===== src/rtl/mem_access_unit_pkg.sv =====
// Shared MEM-stage definitions: funct3 size codes, FSM encoding and lane helpers.
package mem_access_unit_pkg;

  localparam logic [2:0] F3_B  = 3'b000;
  localparam logic [2:0] F3_H  = 3'b001;
  localparam logic [2:0] F3_W  = 3'b010;
  localparam logic [2:0] F3_BU = 3'b100;
  localparam logic [2:0] F3_HU = 3'b101;

  localparam int unsigned TIMEOUT_DEFAULT = 255;

  typedef enum logic [1:0] {
    StIdle,
    StBusy,
    StDone
  } state_e;

  // size is funct3[1:0]: 00 byte, 01 half, 10 word
  function automatic logic [3:0] byte_enable(input logic [1:0] size, input logic [1:0] lane);
    case (size)
      2'b00:   return 4'b0001 << lane;
      2'b01:   return 4'b0011 << {lane[1], 1'b0};
      default: return 4'b1111;
    endcase
  endfunction

  function automatic logic [31:0] replicate(input logic [1:0] size, input logic [31:0] wd);
    case (size)
      2'b00:   return {4{wd[7:0]}};
      2'b01:   return {2{wd[15:0]}};
      default: return wd;
    endcase
  endfunction

endpackage


===== src/rtl/mem_access_unit_if.sv =====
// Data-memory req/ack bus between the MEM-stage access unit and the memory.
interface mem_access_unit_if;

  logic        dmem_req;
  logic        dmem_we;
  logic [31:0] dmem_addr;
  logic [3:0]  dmem_be;
  logic [31:0] dmem_wdata;
  logic [31:0] dmem_rdata;
  logic        dmem_ack;

  modport master (
    output dmem_req, dmem_we, dmem_addr, dmem_be, dmem_wdata,
    input  dmem_rdata, dmem_ack
  );

  modport slave (
    input  dmem_req, dmem_we, dmem_addr, dmem_be, dmem_wdata,
    output dmem_rdata, dmem_ack
  );

endinterface


===== src/rtl/mem_access_unit_load_extend.sv =====
// Load lane select plus sign/zero extension of a captured memory word.
module mem_access_unit_load_extend
  import mem_access_unit_pkg::*;
(
  input  logic [31:0] word,
  input  logic [1:0]  lane,
  input  logic [2:0]  funct3,
  output logic [31:0] result
);

  logic [7:0]  byte_v;
  logic [15:0] half_v;

  always_comb begin
    byte_v = 8'(word >> {lane, 3'b000});
    half_v = lane[1] ? word[31:16] : word[15:0];
    case (funct3)
      F3_B:    result = {{24{byte_v[7]}}, byte_v};
      F3_BU:   result = {24'h0, byte_v};
      F3_H:    result = {{16{half_v[15]}}, half_v};
      F3_HU:   result = {16'h0, half_v};
      default: result = word;
    endcase
  end

endmodule


===== src/rtl/mem_access_unit.sv =====
// MEM-stage data-memory access unit: req/ack FSM, pipeline stall, store lanes, load extend.
module mem_access_unit
  import mem_access_unit_pkg::*;
#(
  parameter int unsigned TIMEOUT = TIMEOUT_DEFAULT
) (
  input  logic                clk,
  input  logic                rstn,
  input  logic                memread_mem,
  input  logic                memwrite_mem,
  input  logic [2:0]          funct3_mem,
  input  logic [31:0]         alu_result_mem,
  input  logic [31:0]         write_data_memory_mem,
  output logic [31:0]         data_from_memory_mem,
  output logic                mem_stall,
  output logic                access_err,
  mem_access_unit_if.master   dmem
);

  localparam logic [8:0] TimeoutW = 9'(TIMEOUT);

  state_e      state_q;
  logic [7:0]  cnt_q;
  logic [31:0] data_q;
  logic [1:0]  lane_q;
  logic [2:0]  funct3_q;

  logic        access, legal_f3, misaligned, legal, illegal, timeout_hit;
  logic [31:0] ext_data;

  always_comb begin
    legal_f3   = 1'b0;
    misaligned = 1'b0;
    case (funct3_mem)
      F3_B, F3_BU: legal_f3 = 1'b1;
      F3_H, F3_HU: begin
        legal_f3   = 1'b1;
        misaligned = alu_result_mem[0];
      end
      F3_W: begin
        legal_f3   = 1'b1;
        misaligned = |alu_result_mem[1:0];
      end
      default: ;
    endcase
  end

  assign access  = memread_mem | memwrite_mem;
  assign legal   = access & legal_f3 & ~misaligned;
  assign illegal = access & ~legal;

  // Abort on the TIMEOUT-th consecutive BUSY cycle that has no ack.
  assign timeout_hit = ({1'b0, cnt_q} + 9'd1) == TimeoutW;

  assign mem_stall = ((state_q == StIdle) & legal) | (state_q == StBusy);

  mem_access_unit_load_extend u_load_extend (
    .word   (data_q),
    .lane   (lane_q),
    .funct3 (funct3_q),
    .result (ext_data)
  );

  // An illegal access is never stalled, so the zero result must be visible in the same cycle.
  assign data_from_memory_mem = ((state_q == StIdle) && illegal) ? 32'h0 : ext_data;

  always_ff @(posedge clk or negedge rstn) begin
    if (!rstn) begin
      state_q         <= StIdle;
      cnt_q           <= 8'h0;
      data_q          <= 32'h0;
      lane_q          <= 2'b00;
      funct3_q        <= F3_W;
      access_err      <= 1'b0;
      dmem.dmem_req   <= 1'b0;
      dmem.dmem_we    <= 1'b0;
      dmem.dmem_addr  <= 32'h0;
      dmem.dmem_be    <= 4'h0;
      dmem.dmem_wdata <= 32'h0;
    end else begin
      unique case (state_q)
        StIdle: begin
          if (legal) begin
            state_q         <= StBusy;
            cnt_q           <= 8'h0;
            lane_q          <= alu_result_mem[1:0];
            funct3_q        <= funct3_mem;
            dmem.dmem_req   <= 1'b1;
            dmem.dmem_we    <= memwrite_mem & ~memread_mem;
            dmem.dmem_addr  <= {alu_result_mem[31:2], 2'b00};
            dmem.dmem_be    <= byte_enable(funct3_mem[1:0], alu_result_mem[1:0]);
            dmem.dmem_wdata <= replicate(funct3_mem[1:0], write_data_memory_mem);
          end else if (illegal) begin
            access_err <= 1'b1;
            data_q     <= 32'h0;
          end
        end
        StBusy: begin
          if (dmem.dmem_ack) begin
            state_q       <= StDone;
            dmem.dmem_req <= 1'b0;
            data_q        <= dmem.dmem_we ? 32'h0 : dmem.dmem_rdata;
          end else if (timeout_hit) begin
            state_q       <= StDone;
            dmem.dmem_req <= 1'b0;
            access_err    <= 1'b1;
            data_q        <= 32'h0;
          end else begin
            cnt_q <= cnt_q + 8'd1;
          end
        end
        StDone: state_q <= StIdle;
        default: state_q <= StIdle;
      endcase
    end
  end

endmodule


===== src/flat_wrapper.sv =====
// flat-port wrapper written by rule: the top's interface ports become plain ports
module mem_access_unit_flat import mem_access_unit_pkg::*;
#(
  parameter int unsigned TIMEOUT = TIMEOUT_DEFAULT
)
  (clk, rstn, memread_mem, memwrite_mem, funct3_mem, alu_result_mem, write_data_memory_mem, data_from_memory_mem, mem_stall, access_err, dmem_dmem_req, dmem_dmem_we, dmem_dmem_addr, dmem_dmem_be, dmem_dmem_wdata, dmem_dmem_rdata, dmem_dmem_ack);
  mem_access_unit_if dmem_i ();
  input  logic clk;
  input  logic rstn;
  input  logic memread_mem;
  input  logic memwrite_mem;
  input  logic [2:0] funct3_mem;
  input  logic [31:0] alu_result_mem;
  input  logic [31:0] write_data_memory_mem;
  output logic [31:0] data_from_memory_mem;
  output logic mem_stall;
  output logic access_err;
  output wire logic [$bits(dmem_i.dmem_req)-1:0] dmem_dmem_req;
  output wire logic [$bits(dmem_i.dmem_we)-1:0] dmem_dmem_we;
  output wire logic [$bits(dmem_i.dmem_addr)-1:0] dmem_dmem_addr;
  output wire logic [$bits(dmem_i.dmem_be)-1:0] dmem_dmem_be;
  output wire logic [$bits(dmem_i.dmem_wdata)-1:0] dmem_dmem_wdata;
  input wire logic [$bits(dmem_i.dmem_rdata)-1:0] dmem_dmem_rdata;
  input wire logic [$bits(dmem_i.dmem_ack)-1:0] dmem_dmem_ack;
  assign dmem_dmem_req = dmem_i.dmem_req;
  assign dmem_dmem_we = dmem_i.dmem_we;
  assign dmem_dmem_addr = dmem_i.dmem_addr;
  assign dmem_dmem_be = dmem_i.dmem_be;
  assign dmem_dmem_wdata = dmem_i.dmem_wdata;
  assign dmem_i.dmem_rdata = dmem_dmem_rdata;
  assign dmem_i.dmem_ack = dmem_dmem_ack;
  mem_access_unit #(.TIMEOUT(TIMEOUT)) u_core (.clk(clk), .rstn(rstn), .memread_mem(memread_mem), .memwrite_mem(memwrite_mem), .funct3_mem(funct3_mem), .alu_result_mem(alu_result_mem), .write_data_memory_mem(write_data_memory_mem), .data_from_memory_mem(data_from_memory_mem), .mem_stall(mem_stall), .access_err(access_err), .dmem(dmem_i));
endmodule

===== config.mk =====
export PLATFORM = sky130hd
export DESIGN_NAME = mem_access_unit_flat
export DESIGN_NICKNAME = d
export VERILOG_FILES = /design/src/rtl/mem_access_unit_pkg.sv /design/src/rtl/mem_access_unit_if.sv /design/src/rtl/mem_access_unit_load_extend.sv /design/src/rtl/mem_access_unit.sv /design/src/flat_wrapper.sv
export SDC_FILE = /design/constraint.sdc
export NUM_CORES = 1
export LEC_CHECK = 0
export BUFFER_PORTS_ARGS = -buffer_cell sky130_fd_sc_hd__buf_2
export CAP_MARGIN = 20
export CORE_UTILIZATION = 45
export DETAILED_ROUTE_END_ITERATION = 6
export GPL_ROUTABILITY_DRIVEN = 1
export GPL_TIMING_DRIVEN = 0
export PLACE_DENSITY = 0.86
export RECOVER_POWER = 100
export SETUP_SLACK_MARGIN = 0.4
export SLEW_MARGIN = 10
export SYNTH_ARGS = -nofsm -noshare
export SYNTH_HDL_FRONTEND = slang
export SYNTH_HIERARCHICAL = 1
export SYNTH_SLANG_ARGS = --single-unit

===== constraint.sdc =====
create_clock -name clk -period 2.1 [get_ports clk]
set_input_delay 0.42 -clock clk [delete_from_list [all_inputs] [get_ports clk]]
set_output_delay 0.42 -clock clk [all_outputs]
set_load 0.01 [all_outputs]

==> results of run 1 <==
Yosys cell counts, types with 8 or more instances:
master,instances,area (um^2)
dfrtp_1,115,2880
nand2_1,82,308
o21ai_0,39,195
nor2b_1,37,231
mux2_2,35,394
a22o_1,32,280
mux2i_1,29,290
nor2_1,23,86.3
a21oi_1,19,95.1
clkbuf_1,18,67.6
mux2_4,11,165
buf_2,9,45.0
nand3_1,9,45.0
a22oi_1,8,60.1
o21ai_1,8,40.0
per-stage QoR:
step / cell area, um^2 / std cells / hold WS, ps / total power, mW
floorplan: 6290 / 538 / 124 / 5.66
global placement: 7520 / 910 / 455 / 6.84
detailed placement: 7560 / 911 / 326 / 6.95
CTS: 9070 / 989 / 221 / 10.4
global route: 9590 / 1012 / 224 / 11.4
finish: 9590 / 1012 / 231 / 11.0
cells in the final DEF (no fill, tap or decap), types with 4 or more instances in the layout:
cell type and count:
mux2_4 42, buf_6 54, nor2_1 17, inv_6 4
clkbuf_1 77, nand2_1 38, mux2i_1 29, inv_1 4
buf_4 33, clkbuf_2 5, buf_8 7, buf_2 108
dfrtp_2 5, buf_12 9, clkbuf_8 5, nand2_2 30
clkbuf_16 27, nor2b_1 5, nand2b_1 4, a22oi_2 7
nor2b_4 30, nand2_4 17, a22o_1 32, clkinvlp_4 5
o21ai_2 36, nand3_2 5, nor2_4 4, mux2_2 4
dfrtp_1 110, a21oi_1 17, o21ai_1 12
per-layer routing:
| metal | GRT usage | share of wire |
|---|---|---|
| met5 | 0 | 0 |
| met4 | 0.122 | 0.036 |
| met3 | 0.0896 | 0.076 |
| met2 | 0.520 | 0.52 |
| met1 | 0.338 | 0.37 |
sequential cells by signal, indices dropped and copies added, names as in the netlist:
register / count
u_core/access_err: 1
u_core/cnt_q: 8
u_core/data_q: 32
u_core/dmem.dmem_addr: 30
u_core/dmem.dmem_be: 4
u_core/dmem.dmem_req: 1
u_core/dmem.dmem_wdata: 32
u_core/dmem.dmem_we: 1
u_core/funct3_q: 3
u_core/lane_q: 2
u_core/state_q: 2
cells by family after synthesis:
logic type	after synthesis	share of synthesized area
fa+ha+maj	2	0.00435
simple gates	174	0.150
xor+xnor	3	0.00457
buf+inv	42	0.0405
compound gates	123	0.143
flops	116	0.505
mux	76	0.152
other cells	1	0.000652
cell type report:
cell class / count / area share
Antenna cell: 1 / 0.000261
Sequential cell: 116 / 0.303
Buffer: 38 / 0.0505
Timing Repair Buffer: 273 / 0.198
Multi-Input combinational cell: 380 / 0.367
Clock buffer: 19 / 0.0472
Tap cell: 168 / 0.0219
Inverter: 4 / 0.00156
Clock inverter: 13 / 0.0104
repair_timing:
item,4_1_cts,5_1_grt
endpoints found under the setup margin,124,149
setup buffers,38,16
endpoints found under the hold margin,31,0
gates cloned,7,6
resized for setup,147,94
hold buffers,1,0
pin swaps,55,27
power breakdown:
part	switching, mW	internal [mW]
clock network	1.12	1.58
logic	2.32	2.42
registers	0.608	2.91
path summary, 6_finish.rpt:
| check | startpoint | slack (ps) | cells after the start | to |
|---|---|---|---|---|
| hold / removal | dmem_dmem_rdata[7] | 230 | 2 | u_core/data_q[7] |
| setup reg to reg | u_core/cnt_q[0] | -120 | 7 | u_core/data_q[11] |
| max in group asynchronous | rstn | 160 | 3 | u_core/lane_q[1] |
| setup / recovery | u_core/lane_q[0] | -500 | 7 | data_from_memory_mem[29] |
| hold reg to reg | u_core/access_err | 480 | 1 | u_core/access_err |
| min in group asynchronous | rstn | 650 | 2 | u_core/dmem.dmem_addr[24] |
==> run_results.csv, run 1 <==
group,metric,value,unit
routing,route.detailed.drc,0,
sta,max-slew-margin-rel,0.299,
sta,layout_min_cycle_time,2600,ps
logic_synthesis,syn_area,5750,um^2
routing,firstDrtPassIters,5,
sta,worst_pin_slew,1050,ps
logic_synthesis,ys_warn_count,6,
worst_setup_path,cp.arrival,2180,ps
routing,vias,5747,
sta,rsz0062_at_grt,"true",
worst_setup_path,worstSetupStartpointType,"register",
clock_tree,cts_tree,"yes",
cells_and_area,drive_above_1_share,0.563,
cells_and_area,fin_util,0.786,
floorplan,die-width,115,um
routing,vias_per_cell,5.68,
sta,finalClockSkew,11.3,ps
floorplan,row_count,40,
outcome,violations,"setup timing",
placed_design,gp_routability_congestion,0.890,
sta,fin_crit_sh,1.24,
worst_setup_path,critical_path_peak_fanout,5,
clock_tree,htreeDepth,4,
cells_and_area,nFillCells,764,
floorplan,die_y,115,um
worst_setup_path,path_cells,"mux4_2, nor3b_4, o21bai_4, buf_6, nand2_1, nor2b_4, buf_6",
floorplan,design.core.area,12200,um^2
placed_design,port_buffers,204,
worst_setup_path,required,1680,ps
flow_run,drv_cap,0,
worst_setup_path,crit_buf_inv,2,
logic_synthesis,synthCells,537,
clock_tree,cts_buffer_depth,2,
clock_tree,worstSkewPairLatency,420,ps
logic_synthesis,yosysSeqAreaShare,0.505,
grt,grt_pass1_vias,5681,
logic_synthesis,synthFlopType,"dfrtp_1",
sta,setup_viol,125,
sta,fmax,0.385,GHz
cells_and_area,multiInputGateArea,3520,um^2
power,vdd_drop_max,0.888,mV
routing,wl_per_cell,21.9,um
worst_hold_path,hp-class,"primary input to register",
worst_setup_path,critPathKind,"register to output pin",
cells_and_area,fin_nets,936,
outcome,outcome,"finished, violations left",
worst_setup_path,cp_common_cell,"buf_6",
grt,grt_max_degree,86,
worst_setup_path,critPathTopFamily,"multiplexers",
worst_setup_path,crit_path_max_incr_delay,520,ps
logic_synthesis,synth_seq_cells,116,
worst_setup_path,end_kind,"output pin",
floorplan,die_area,13200,um^2
power,power_density,1140,nW/um^2
clock_tree,cts-root-buf,"clkbuf_16",
sta,timing.final.ws_setup,-499,ps
routing,ant_nets,0,
cells_and_area,area_growth,66.8,%
clock_tree,cts_sinks,116,
logic_synthesis,synth_edf_count,0,
worst_setup_path,cp_slowest_cell,"mux4_2",
routing,drt_first_iter_violations,418,
sta,tns,-22520,ps
grt,grt_pass1_wl,29.5,mm
logic_synthesis,synth_area_per_cell,10.7,um^2
logic_synthesis,synthArstFlopShare,1.00,
cells_and_area,regArea,2910,um^2
grt,grt_overflow_total,0,
floorplan,initial_core_util,0.471,
sta,final_hold_viol_count,0,
routing,wl,22.2,mm
power,p_leak,4.46,nW
logic_synthesis,synth_cell_types,53,
clock_tree,numCtsBuffers,17,
floorplan,io_pins,208,
grt,grt_antenna_before_repair,1,
placed_design,pre_cts_ws,-430,ps
grt,gr-usage-all-layers,0.297,
sta,maxSlewViolCount,0,
clock_tree,path_clk_slew,60,ps
placed_design,hpwl,11.9,mm
(Power assumes the default switching activity.)
==> run 2, diff against run 1 <==
- REMOVE_ABC_BUFFERS: default -> 1
==> run 2 against run 1 <==
  * The flow still finishes with violations (setup timing)
  * Critical path depth is the same
  * Combinational power shrank 18%
  * Register-to-register slack lost 140 ps
  * Die area is the same
  * Global-route usage shrank 1.5 points
  * Count of clock-buffer cells in the layout grew 3
  * Final cell count shrank 2.7%
  * Hold slack lost 2.5 ps
  * Core utilization shrank 7.5 points
  * Sequential power shrank 2%
  * Via count shrank 3.1%
  * Highest routed layer unchanged
==> run_results.csv, run 2 (same netlist as run 1, synthesis figures left out) <==
group,metric,value,unit
grt,grt_overflow_total,0,
worst_setup_path,critPathKind,"register to output pin",
cells_and_area,layout_commonest_cell,"buf_2",
grt,grt_antenna_before_repair,0,
sta,fmax,0.384,GHz
grt,grt.busiest_layer,"met2",
power,p_total,10.8,mW
floorplan,die_y,115,um
worst_setup_path,critical_path_peak_fanout,11,
cells_and_area,fin_nets,911,
floorplan,design.core.area,12200,um^2
cells_and_area,antenna_cells,0,
sta,timing.final.ws_setup,-503,ps
sta,max-slew-margin-rel,0.179,
power,switching_share,0.336,
floorplan,row_count,40,
grt,grtUsageMet3,0.0754,
routing,route.detailed.drc,0,
clock_tree,cts-root-buf,"clkbuf_16",
grt,met1_usage,0.327,
power,clkPwrFrac,0.322,
clock_tree,cts_buffer_depth,2,
sta,fin_crit_sh,1.24,
power,p_leak,4.12,nW
power,pwr-share-comb,0.358,
clock_tree,worstSkewPairLatency,410,ps
floorplan,die-width,115,um
placed_design,gp_routability_congestion,0.791,
power,vdd_drop_max,0.806,mV
floorplan,initial_core_util,0.471,
routing,ant_nets,0,
grt,grt_pass1_vias,5568,
sta,rsz0062_at_grt,"true",
grt,grt_max_degree,71,
sta,maxSlewViolCount,0,
sta,tns,-22320,ps
routing,firstDrtPassIters,5,
grt,grt_pass1_wl,28.4,mm
power,power.switching,3.62,mW
routing,vias,5570,
cells_and_area,layout_common_cells,"130 x buf_2, 107 x dfrtp_1, 73 x clkbuf_1",
power,pwr-share-seq,0.321,
cells_and_area,reg.largest.list,"u_core/data_q x32, u_core/dmem.dmem_wdata x32, u_core/dmem.dmem_addr x30",
floorplan,die_area,13200,um^2
routing,wl,19.9,mm
clock_tree,htreeDepth,4,
outcome,outcome,"finished, violations left",
clock_tree,cts_sinks,116,
grt,grtUsageMet2,0.491,
cells_and_area,area_growth,51.0,%
flow_run,drv_cap,0,
cells_and_area,nFillCells,883,
placed_design,hpwl,9.90,mm
grt,gr-usage-all-layers,0.282,
worst_setup_path,worstSetupStartpointType,"register",
outcome,violations,"setup timing",
floorplan,io_pins,208,
clock_tree,numCtsBuffers,17,
sta,layout_min_cycle_time,2600,ps
sta,finalClockSkew,7.14,ps
clock_tree,path_clk_slew,60,ps
placed_design,placedCellCount,881,
sta,final_hold_viol_count,0,
sta,worst_pin_slew,1230,ps
sta,setup_viol,88,
worst_setup_path,end_kind,"output pin",
worst_setup_path,required,1680,ps
routing,wl_per_cell,20.2,um
cells_and_area,fin_cells,985,
routing,vias_per_cell,5.65,
worst_setup_path,cp.arrival,2180,ps
cells_and_area,drive_above_1_share,0.438,
clock_tree,cts_tree,"yes",
power,p_int,7.17,mW
power,power_density,1240,nW/um^2
worst_hold_path,hp-class,"primary input to register",
routing,drt_first_iter_violations,429,
placed_design,port_buffers,205,
placed_design,pre_cts_ws,-926,ps
-- run 2: cell types whose count changed in the layout (fill, tap and decap cells not counted), sizes merged --
cell	change
buf	-17
bufinv	+7
clkbuf	-18
clkinv	-3
clkinvlp	-4
diode	-1
inv	-4
nand2	+3
or4	+10
-- run 2: per-stage QoR --
stage	cell area, um^2	hold WS, ps	utilization
global route	8680	222	0.711
CTS	8460	215	0.693
detailed placement	6890	384	0.564
finish	8680	229	0.711
floorplan	5540	124	-
global placement	6770	452	0.555
-- run 2: repair_timing --
| item | CTS | global route |
|---|---|---|
| setup buffers | 40 | 17 |
| resized for setup | 142 | 62 |
| pin swaps | 54 | 25 |
| endpoints found under the setup margin | 149 | 149 |
| cloned | 9 | 6 |
| endpoints found under the hold margin | 46 | 0 |
| hold buffers | 1 | 0 |
-- run 2: routing by layer --
layer,vias to the layer above,share of wire
met5,-,0
met4,0,0.030
met3,53,0.077
met2,298,0.51
met1,2767,0.39
li1,2452,-
-- run 2: power groups by stage --
stage                     logic [mW]  registers, mW  clock network, mW
after floorplan                 1.42           3.63                  0
final                           3.86           3.46               3.47
after global placement          2.71           3.45                  0
after global routing            4.13           3.54               3.60
after CTS                       3.69           3.40               3.48
after detailed placement        2.81           3.50                  0
-- run 2: area by class of cell --
class,count,area [um^2],share of cell area
inverter,4,15.0,0.00173
multi-input combinational,393,3160,0.364
clock inverter,9,223,0.0257
tap,168,210,0.0242
timing repair buffer,273,1680,0.194
clock buffer,22,474,0.0546
sequential,116,2920,0.336
-- run 2: final timing paths --
kind,cells after the start,endpoint,slack (ps),start
max in group asynchronous,3,u_core/cnt_q[2],330,rstn
min,2,u_core/data_q[24],230,dmem_dmem_rdata[24]
min in group asynchronous,2,u_core/data_q[22],790,rstn
min reg2reg,2,u_core/dmem.dmem_wdata[26],480,u_core/dmem.dmem_wdata[26]
max,7,data_from_memory_mem[17],-500,u_core/lane_q[0]
max reg2reg,8,u_core/data_q[29],-260,u_core/cnt_q[0]
-- run 2: worst max-delay path: stages, from the launching register on --
cell and delay [ps]:
dfrtp_1 380, mux4_2 550, nor3b_4 180, o21bai_4 140
buf_6 170, nand2_1 80, nor2b_1 130, buf_2 130
